**src/rtl/prescaler_tap_strobe.sv**
```systemverilog
// Turns one selectable prescaler tap into a single-cycle clock-enable strobe on clkin.
// The strobe counter is built only when PRESCALER_TAP_STROBE_COUNT_EN is defined; otherwise strobe_count is 0.
module prescaler_tap_strobe #(
    parameter int WIDTH       = 8,
    parameter int SEL_WIDTH   = 3,
    parameter int COUNT_WIDTH = 16,
    parameter int SYNC_STAGES = 2
) (
    input  logic                   clkin,
    input  logic                   reset_n,
    input  logic [WIDTH-1:0]       taps,
    input  logic [SEL_WIDTH-1:0]   sel,
    input  logic                   sel_load,
    output logic                   strobe,
    output logic                   armed,
    output logic [COUNT_WIDTH-1:0] strobe_count
);

    typedef enum logic [1:0] {
        ST_IDLE,
        ST_ARM,
        ST_RUN
    } state_t;

    state_t                 r_state;
    logic [SEL_WIDTH-1:0]   r_active_sel;
    logic [SYNC_STAGES-1:0] r_sync;
    logic                   r_sync_prev;
    logic                   r_strobe;
    logic                   r_armed;

    logic [2**SEL_WIDTH-1:0] w_taps_ext;
    logic                    w_tap;
    logic                    w_edge;
    logic                    w_sel_valid;

    // Pad the tap bus to the full select range so every sel value indexes a real bit.
    always_comb begin
        w_taps_ext            = '0;
        w_taps_ext[WIDTH-1:0] = taps;
    end

    assign w_tap       = w_taps_ext[r_active_sel];
    assign w_edge      = r_sync[SYNC_STAGES-1] & ~r_sync_prev;
    assign w_sel_valid = (sel != '0) && (32'(sel) < WIDTH);

    // NOTE: all state is updated with non-blocking assignments so every register sees pre-edge values.
    always_ff @(posedge clkin) begin
        if (!reset_n) begin
            r_state      <= ST_IDLE;
            r_active_sel <= '0;
            r_sync       <= '0;
            r_sync_prev  <= 1'b0;
            r_strobe     <= 1'b0;
            r_armed      <= 1'b0;
        end else begin
            r_strobe    <= 1'b0;
            r_sync      <= {r_sync[SYNC_STAGES-2:0], w_tap};
            r_sync_prev <= r_sync[SYNC_STAGES-1];

            if (sel_load && w_sel_valid) begin
                // NOTE: flushing the chain makes an already-high new tap look like a fresh edge, which ARM swallows.
                r_active_sel <= sel;
                r_sync       <= '0;
                r_sync_prev  <= 1'b0;
                r_armed      <= 1'b0;
                r_state      <= ST_ARM;
            end else if (sel_load && (r_state != ST_IDLE)) begin
                r_active_sel <= '0;
                r_armed      <= 1'b0;
                r_state      <= ST_IDLE;
            end else begin
                unique case (r_state)
                    ST_IDLE: begin
                        r_armed <= 1'b0;
                    end
                    ST_ARM: begin
                        if (w_edge) begin
                            r_armed <= 1'b1;
                            r_state <= ST_RUN;
                        end
                    end
                    ST_RUN: begin
                        r_armed <= 1'b1;
                        if (w_edge) begin
                            r_strobe <= 1'b1;
                        end
                    end
                    default: begin
                        r_armed <= 1'b0;
                        r_state <= ST_IDLE;
                    end
                endcase
            end
        end
    end

`ifdef PRESCALER_TAP_STROBE_COUNT_EN
    logic [COUNT_WIDTH-1:0] r_count;

    // The count is always zero in IDLE, so clearing on any load matches every state's reload rule.
    always_ff @(posedge clkin) begin
        if (!reset_n) begin
            r_count <= '0;
        end else if (sel_load) begin
            r_count <= '0;
        end else if ((r_state == ST_RUN) && w_edge) begin
            r_count <= r_count + COUNT_WIDTH'(1);
        end
    end

    assign strobe_count = r_count;
`else
    assign strobe_count = '0;
`endif

    assign strobe = r_strobe;
    assign armed  = r_armed;

endmodule
```
**config.mk**
```make
export PLATFORM = sky130hd
export DESIGN_NAME = prescaler_tap_strobe
export DESIGN_NICKNAME = d
export VERILOG_FILES = /design/src/rtl/prescaler_tap_strobe.sv
export SDC_FILE = /design/constraint.sdc
export NUM_CORES = 1
export LEC_CHECK = 0
export ABC_CLOCK_PERIOD_IN_PS = 2000
export CAP_MARGIN = 20
export CORE_ASPECT_RATIO = 0.8
export CORE_UTILIZATION = 38
export CTS_CLUSTER_DIAMETER = 30
export DETAILED_ROUTE_END_ITERATION = 6
export PLACE_DENSITY = 0.85
export SLEW_MARGIN = 20
export SYNTH_ARGS = -nofsm -noshare
export SYNTH_HDL_FRONTEND = slang
export SYNTH_SLANG_ARGS = --single-unit
```
**constraint.sdc**
```tcl
create_clock -name clkin -period 2 [get_ports clkin]
set_clock_uncertainty 0.2 [all_clocks]
set_input_delay 0.4 -clock clkin [delete_from_list [all_inputs] [get_ports clkin]]
set_output_delay 0.4 -clock clkin [all_outputs]
set_load 0.02 [all_outputs]
```
# After elaboration in Yosys (flattened, before gate mapping)
# Cells that the tools add are included.
# word_totals
regBits,10
out_inout_bits,18
# classes
order_cmp,1
n_eq_ne,5
mux,11
n_bitwise,5
n_reduce_logical,12
# op_table
op,n
$mux W3,2
$mux W1,5
$lt A3 B4 Y1 const B,1
$ne A4 B4 Y1 const B,1
$not A1 Y1,4
$pmux W2 S2,1
$reduce_and A2 Y1,2
$reduce_bool A2 Y1,2
$reduce_or A2 Y1,2
$reduce_or A4 Y1,1
$bmux W1 S3,1
$ne A3 B1 Y1 const B,1
$reduce_bool A3 Y1,1
$reduce_or A3 Y1,1
$eq A2 B1 Y1 const B,1
$eq A2 B2 Y1 const B,1
$logic_and A1 B1 Y1,2
$logic_not A2 Y1,1
$mux W2,1
$ne A2 B2 Y1 const B,1
$pmux W1 S2,1
$and A1 B1 Y1,1

# Longest topological paths before layout
# Gate-level depths: netlist (run 1).
# logic_depth
word_depth,6
ltp_mapped,6
ltp_nobuf,6

# Worst setup path before layout (run 1)
# No wires, ideal clock.
# synth_path
kind,reg2reg
from,register r_state[0]
to,register r_active_sel[0]
setup_time_ps,59
arrival_time_ps,1316
required_time_ps,1741
slack_ps,425
stages_incl_launch_ff,7
n_path_buf,0
synth_period_minus_slack_ps,1575
cell_sequence,dfxtp_1 -> inv_1 -> ha_1 -> or3b_1 -> o21ai_2 -> and2_1 -> a32o_2
# synth_between
elab_chain_cells,3
# synth_lines
element,line_no,source
from (decl),25,state_t r_state;
from (signal assigned),50,r_state <= ST_IDLE;
from (signal assigned),67,r_state <= ST_ARM;
from (signal assigned),71,r_state <= ST_IDLE;
$reduce_bool A2 Y1,68,end else if (sel_load && (r_state != ST_IDLE)) begin
$logic_and A1 B1 Y1,68,
$reduce_bool A2 Y1 (no line),-,
to (signal assigned),63,r_active_sel <= sel;
to (decl),26,logic [SEL_WIDTH-1:0] r_active_sel;
# No other way between the ends.
# A chain may end at the register's enable or synchronous reset.

# Final worst setup path (run 1)
# layout_path
from,"register r_armed, in the netlist armed"
to,output armed
# layout_rtl
element,line_no,source
from (decl),30,logic r_armed;
from (signal assigned),55,r_armed <= 1'b0;
from (signal assigned),66,r_armed <= 1'b0;
from (signal assigned),70,r_armed <= 1'b0;
to (decl),15,"output logic armed,"
# No word-level cell between the ends.

==> results of run 1 <==
-- power by group through the flow --
stage | registers, mW | logic (mW) | clock network [mW]
floorplan | 0.216 | 0.0879 | 0
global placement | 0.219 | 0.0987 | 0
detailed placement | 0.219 | 0.101 | 0
CTS | 0.215 | 0.101 | 0.186
global route | 0.216 | 0.111 | 0.201
finish | 0.215 | 0.101 | 0.179
-- flip-flops by register name (all words and copies together), names as in the netlist --
| name | count |
|---|---|
| armed | 1 |
| r_active_sel | 3 |
| r_state | 2 |
| r_sync | 2 |
| r_sync_prev | 1 |
| strobe | 1 |
-- cells in the final DEF (no fill, tap or decap) --
cell,synthesis,final
conb_1,1,16
a21oi_1,1,1
ha_1,3,3
mux4_2,1,1
buf_4,17,1
nor3_1,1,1
nand2_1,5,5
o31ai_1,1,1
o32ai_1,1,1
o21ai_2,1,1
a32o_2,2,2
nor2b_1,1,1
a211oi_1,1,1
o21ai_0,2,2
and2_1,2,2
nor2_1,2,2
mux2i_1,4,4
nand3_1,1,1
dfxtp_1,10,10
inv_1,4,4
clkdlybuf4s50_1,0,15
a22oi_1,1,1
or3b_1,1,1
nand2b_2,1,1
nor3_2,1,1
clkbuf_8,0,1
and3_1,2,2
clkbuf_4,0,3
-- cells by family after synthesis --
family / count (synthesis) / synth area share
AO/OA/AOI/OAI: 10 / 0.125
adder cells (fa/ha/maj): 3 / 0.0606
flip-flops: 10 / 0.323
multiplexers: 5 / 0.101
other: 1 / 0.00605
AND/OR/NAND/NOR: 17 / 0.154
buffers and inverters: 21 / 0.230
-- metrics by stage --
| step | power (mW) | util | worst slack [ns] | cell area, um^2 |
|---|---|---|---|---|
| final | 0.495 | 0.527 | 0.199 | 768 |
| after floorplan | 0.304 | - | 0.425 | 676 |
| after global routing | 0.528 | 0.527 | 0.142 | 768 |
| after global placement | 0.317 | 0.503 | 0.0775 | 732 |
| after detailed placement | 0.320 | 0.503 | 0.0357 | 732 |
| after CTS | 0.502 | 0.527 | 0.189 | 768 |
-- layer usage --
metal	GRT usage	share of wire	up-vias
li1	-	-	235
met3	0.0566	0.044	3
met4	0.107	0.014	0
met5	0	0	-
met1	0.151	0.45	203
met2	0.205	0.49	14
-- final cells by class --
type | count | area, um^2 | area share
tap | 21 | 26.3 | 0.0342
timing repair buffer | 16 | 158 | 0.205
clock buffer | 4 | 36.3 | 0.0472
inverter | 4 | 15.0 | 0.0195
sequential | 10 | 200 | 0.261
multi-input combinational | 51 | 333 | 0.433
-- worst max path at each step --
stage | endpoint | slack (ns)
2_1_floorplan | r_active_sel[0] | 0.43
4_1_cts | armed | 0.19
3_3_place_gp | strobe | 0.08
5_1_grt | armed | 0.14
6_report | armed | 0.20
3_5_place_dp | strobe | 0.04
==> qor.txt, run 1 <==
Post-CTS Setup Inserts = 0
IO Count = 32
Critical path, cell by cell = clkdlybuf4s50_1
Cts hold-fix bufs = 0
Layout area overhead = 24.0%
Worst-path maximum fanout = 2
Gate power share = 0.205
Sw frac = 0.262
Crit path depth = 1
CTS tree = yes
Final setup viols = 0
Post-Syn Area = 619 um^2
Max Clock Freq = 555 MHz
#FFs+latches synth = 10
Hold/Removal Path Class = flip-flop to flip-flop
TritonCTS Buffers = 3
Port bufs = 15
Gpl congestion = 0.741
Cell taking the most area after synthesis = dfxtp_1
Dpl hpwl = 860 um
Vias in the first global route = 384
Run status = finished, final reports clean
First-pass GRT wire length = 1570 um
Synth cell count leaders = buf_4, dfxtp_1, nand2_1
Internal = 0.365 mW
Starting density of the core = 0.425
Worst Setup Path Type = flip-flop to output port
Seq/Total Area, Yosys = 0.323
WL final = 986 um
Clock power share = 0.361
Slowest CP cell = clkdlybuf4s50_1
EDFF count, synth = 0
H-tree levels = 1
Hold slack = 0.272 ns
RSZ-0062 raised after global routing = no
Fin Setup TNS = 0 ns
Peak VDD IR = 380 uV
Largest cells by area after synthesis = dfxtp_1, buf_4, mux2i_1
# diodes = 0
Yosys warns = 0
Gr usage total = 0.137
WP data arrival = 1.20 ns
Slew Limit Fails = 0
Top-area cell type share of the netlist area = 0.323
Post-DR vias/cell = 4.29
CP Launch Type = flip-flop
Largest stage delay on the critical path = 0.60 ns
Final #Nets = 103
Initial antenna violation count = 0
PD cells = 644 mW/mm^2
Core Box Area = 0.00146 mm^2
Largest net degree at the start of global routing = 10
Via count = 455
Routed wire per std cell = 9.30 um
NetSw = 0.130 mW
Hold Path Stages = 1
Worst reg2reg endpoint = strobe
Worst setup EP type = output port
Sequential Power Share = 0.434
MaxCap Viol Count = 0
Non-filler cells in the finished layout = 106
Post-Place Cells = 102
Post-synthesis cell count = 67
Worst Hold Path EP = r_sync[1]
Clock sink total = 10
Worst Reg2Reg Path Length in Cells = 6
HP Start = r_sync[0]
Post-Syn Area per Cell = 9.24 um^2
Die height = 38.1 um
DRC violations left = 0
Fillers = 138
Worst-path clk slew = 0.06 ns
Layout cell share with drive strength beyond 1 = 0.129
Bufs on Longest Clock Path = 2
R2r setup slk = 0.26 ns
Overflow after GRT = 0
Die area = 0.00180 mm^2
Fin crit period = 1.80 ns
Die width = 47.1 um
RR Startpoint = r_state[0]
Post_cts resized = 0
Site Rows = 12
Tcrit/Tclk final = 0.900
Root Buffer = clkbuf_4
WP data required = 1.40 ns
Clk_lat worst skew = 0.27 ns
First-iteration detailed-routing DRC count = 16
Post-synth top flop = dfxtp_1
Async set-reset flop share out of synthesis = 0
Count leader, synth = buf_4
Buf+Inv Stages, Crit Path = 1
CP startpoint = armed
Top Family by Delay on Critical Path = buffers and inverters
Endpoints failing hold = 0
Drt pass-1 iters = 4
Leak = 0.331 nW
DRT antenna net count = 0
Number of distinct library cells after synthesis = 25
Note: power is estimated with default switching activity, not from simulation.
==> inputs of run 2 (changes only) <==
Settings changed: CAP_MARGIN 20 to 15, PLACE_DENSITY 0.85 to 0.77.
==> run 2 against run 1 <==
Global-route usage rose by 0.11 points; sequential power about the same; register-to-register slack improved by 0.02 ns; sequential share of layout area rose by 0.48 points; flip-flop and latch count unchanged; cell count down 0.94%; non-clock buffer count is the same; via count decreased by 1.3%; critical path type unchanged.
==> qor.txt, run 2 (same netlist as run 1, synthesis figures left out) <==
Run status = finished, final reports clean (unchanged)
PD cells = 592 mW/mm^2 (was 644 mW/mm^2)
Gr usage total = 0.138 (was 0.137)
Fin crit period = 1.79 ns (was 1.80 ns)
Critical path, cell by cell = clkdlybuf4s50_1 (unchanged)
Post-Place Cells = 102 (unchanged)
Starting density of the core = 0.425 (unchanged)
MaxCap Viol Count = 0 (unchanged)
Top Family by Delay on Critical Path = buffers and inverters (unchanged)
Hold Path Stages = 1 (unchanged)
H-tree levels = 1 (unchanged)
Initial antenna violation count = 0 (unchanged)
Site Rows = 12 (unchanged)
First-iteration detailed-routing DRC count = 13 (was 16)
Core Box Area = 0.00146 mm^2 (unchanged)
Gpl congestion = 0.753 (was 0.741)
Leak = 0.324 nW (was 0.331 nW)
Vias in the first global route = 392 (was 384)
TritonCTS Buffers = 3 (unchanged)
Clk_lat worst skew = 0.26 ns (was 0.27 ns)
Largest registers = r_active_sel x3, r_state x2, r_sync x2 (unchanged)
Final setup viols = 0 (unchanged)
Largest net degree at the start of global routing = 10 (unchanged)
Overflow after GRT = 0 (unchanged)
Clock sink total = 10 (unchanged)
Slew Limit Fails = 0 (unchanged)
WP data required = 1.40 ns (about the same)
Hold/Removal Path Class = flip-flop to flip-flop (unchanged)
Slowest CP cell = clkdlybuf4s50_1 (unchanged)
DRT antenna net count = 0 (unchanged)
Max FFs per register = 3 (unchanged)
Peak VDD IR = 305 uV (was 380 uV)
Post-DR vias/cell = 4.28 (was 4.29)
Max Clock Freq = 559 MHz (was 555 MHz)
Bufs on Longest Clock Path = 2 (unchanged)
Most frequent cells in the layout = conb_1, clkdlybuf4s50_1, dfxtp_1 (unchanged)
CP Launch Type = flip-flop (unchanged)
Fin Setup TNS = 0 ns (unchanged)
Routed wire per std cell = 10.2 um (was 9.30 um)
Buf+Inv Stages, Crit Path = 1 (unchanged)
Post-CTS Setup Inserts = 0 (unchanged)
Die area = 0.00180 mm^2 (unchanged)
Largest stage delay on the critical path = 0.60 ns (about the same)
Cts hold-fix bufs = 0 (unchanged)
Worst-path maximum fanout = 2 (unchanged)
Worst-path clk slew = 0.06 ns (about the same)
Non-filler cells in the finished layout = 105 (was 106)
Die height = 38.1 um (unchanged)
Worst Setup Path Type = flip-flop to output port (unchanged)
First-pass GRT wire length = 1700 um (was 1570 um)
Endpoints failing hold = 0 (unchanged)
WL final = 1070 um (was 986 um)
IO Count = 32 (unchanged)
Tcrit/Tclk final = 0.895 (was 0.900)
Via count = 449 (was 455)
Root Buffer = clkbuf_4 (unchanged)
Dpl hpwl = 902 um (was 860 um)
Port bufs = 15 (unchanged)
Die width = 47.1 um (unchanged)
CTS tree = yes (unchanged)
Drt pass-1 iters = 3 (was 4)
Layout area overhead = 21.8% (was 24.0%)
Post_cts resized = 0 (unchanged)
Final #Nets = 103 (unchanged)
Placed Area = 732 um^2 (unchanged)
Worst Reg2Reg Path Length in Cells = 6 (unchanged)
Top reg by flops = r_active_sel (unchanged)
Post-route design area = 754 um^2 (was 768 um^2)
Crit path depth = 1 (unchanged)
Worst setup EP type = output port (unchanged)
DRC violations left = 0 (unchanged)
RSZ-0062 raised after global routing = no (unchanged)
Layout cell share with drive strength beyond 1 = 0.119 (was 0.129)
Most common cell after layout, fill and taps aside = conb_1 (unchanged)
# diodes = 0 (unchanged)
WP data arrival = 1.19 ns (was 1.20 ns)
[run 2: cell types whose count changed in the layout (fill, tap and decap cells not counted), sizes merged]
cell    change
clkbuf      -1
[run 2: report_power, final]
group          total [mW]  leakage, nW  internal [mW]  switching, mW
Sequential          0.215       0.0818          0.208        0.00683
Combinational       0.102        0.228         0.0467         0.0551
Clock               0.130       0.0138         0.0691         0.0612
Total               0.447        0.324          0.324          0.123
[run 2: final cells by class]
type                       instances  area [um^2]
fill                             143          702
multi-input combinational         51          333
sequential                        10          200
timing repair buffer              16          158
tap                               21         26.3
clock buffer                       3         22.5
inverter                           4         15.0
[run 2: metal layers]
layer	vias up	share of wire	GRT usage	wire length (um)
met3	2	0.045	0.0566	48
met4	0	0.015	0.0429	16
met1	199	0.48	0.163	510
met2	17	0.46	0.226	497
li1	231	-	-	-
met5	-	0	0	0
[run 2: through the flow]
step / setup slack [ns] / hold WS (ns) / power, mW / utilization
after floorplan: 0.425 / 0.237 / 0.304 / -
after global placement: 0.0687 / 0.253 / 0.318 / 0.503
after detailed placement: 0.0299 / 0.253 / 0.320 / 0.503
after CTS: 0.195 / 0.266 / 0.452 / 0.518
after global routing: 0.167 / 0.286 / 0.474 / 0.518
final: 0.210 / 0.264 / 0.447 / 0.518
[run 2: path summary, 6_finish.rpt]
check / start / endpoint / slack (ns)
max: armed / armed / 0.21
min: r_sync[0] / r_sync[1] / 0.26
max reg2reg: r_state[0] / strobe / 0.28
min reg2reg: r_sync[0] / r_sync[1] / 0.26
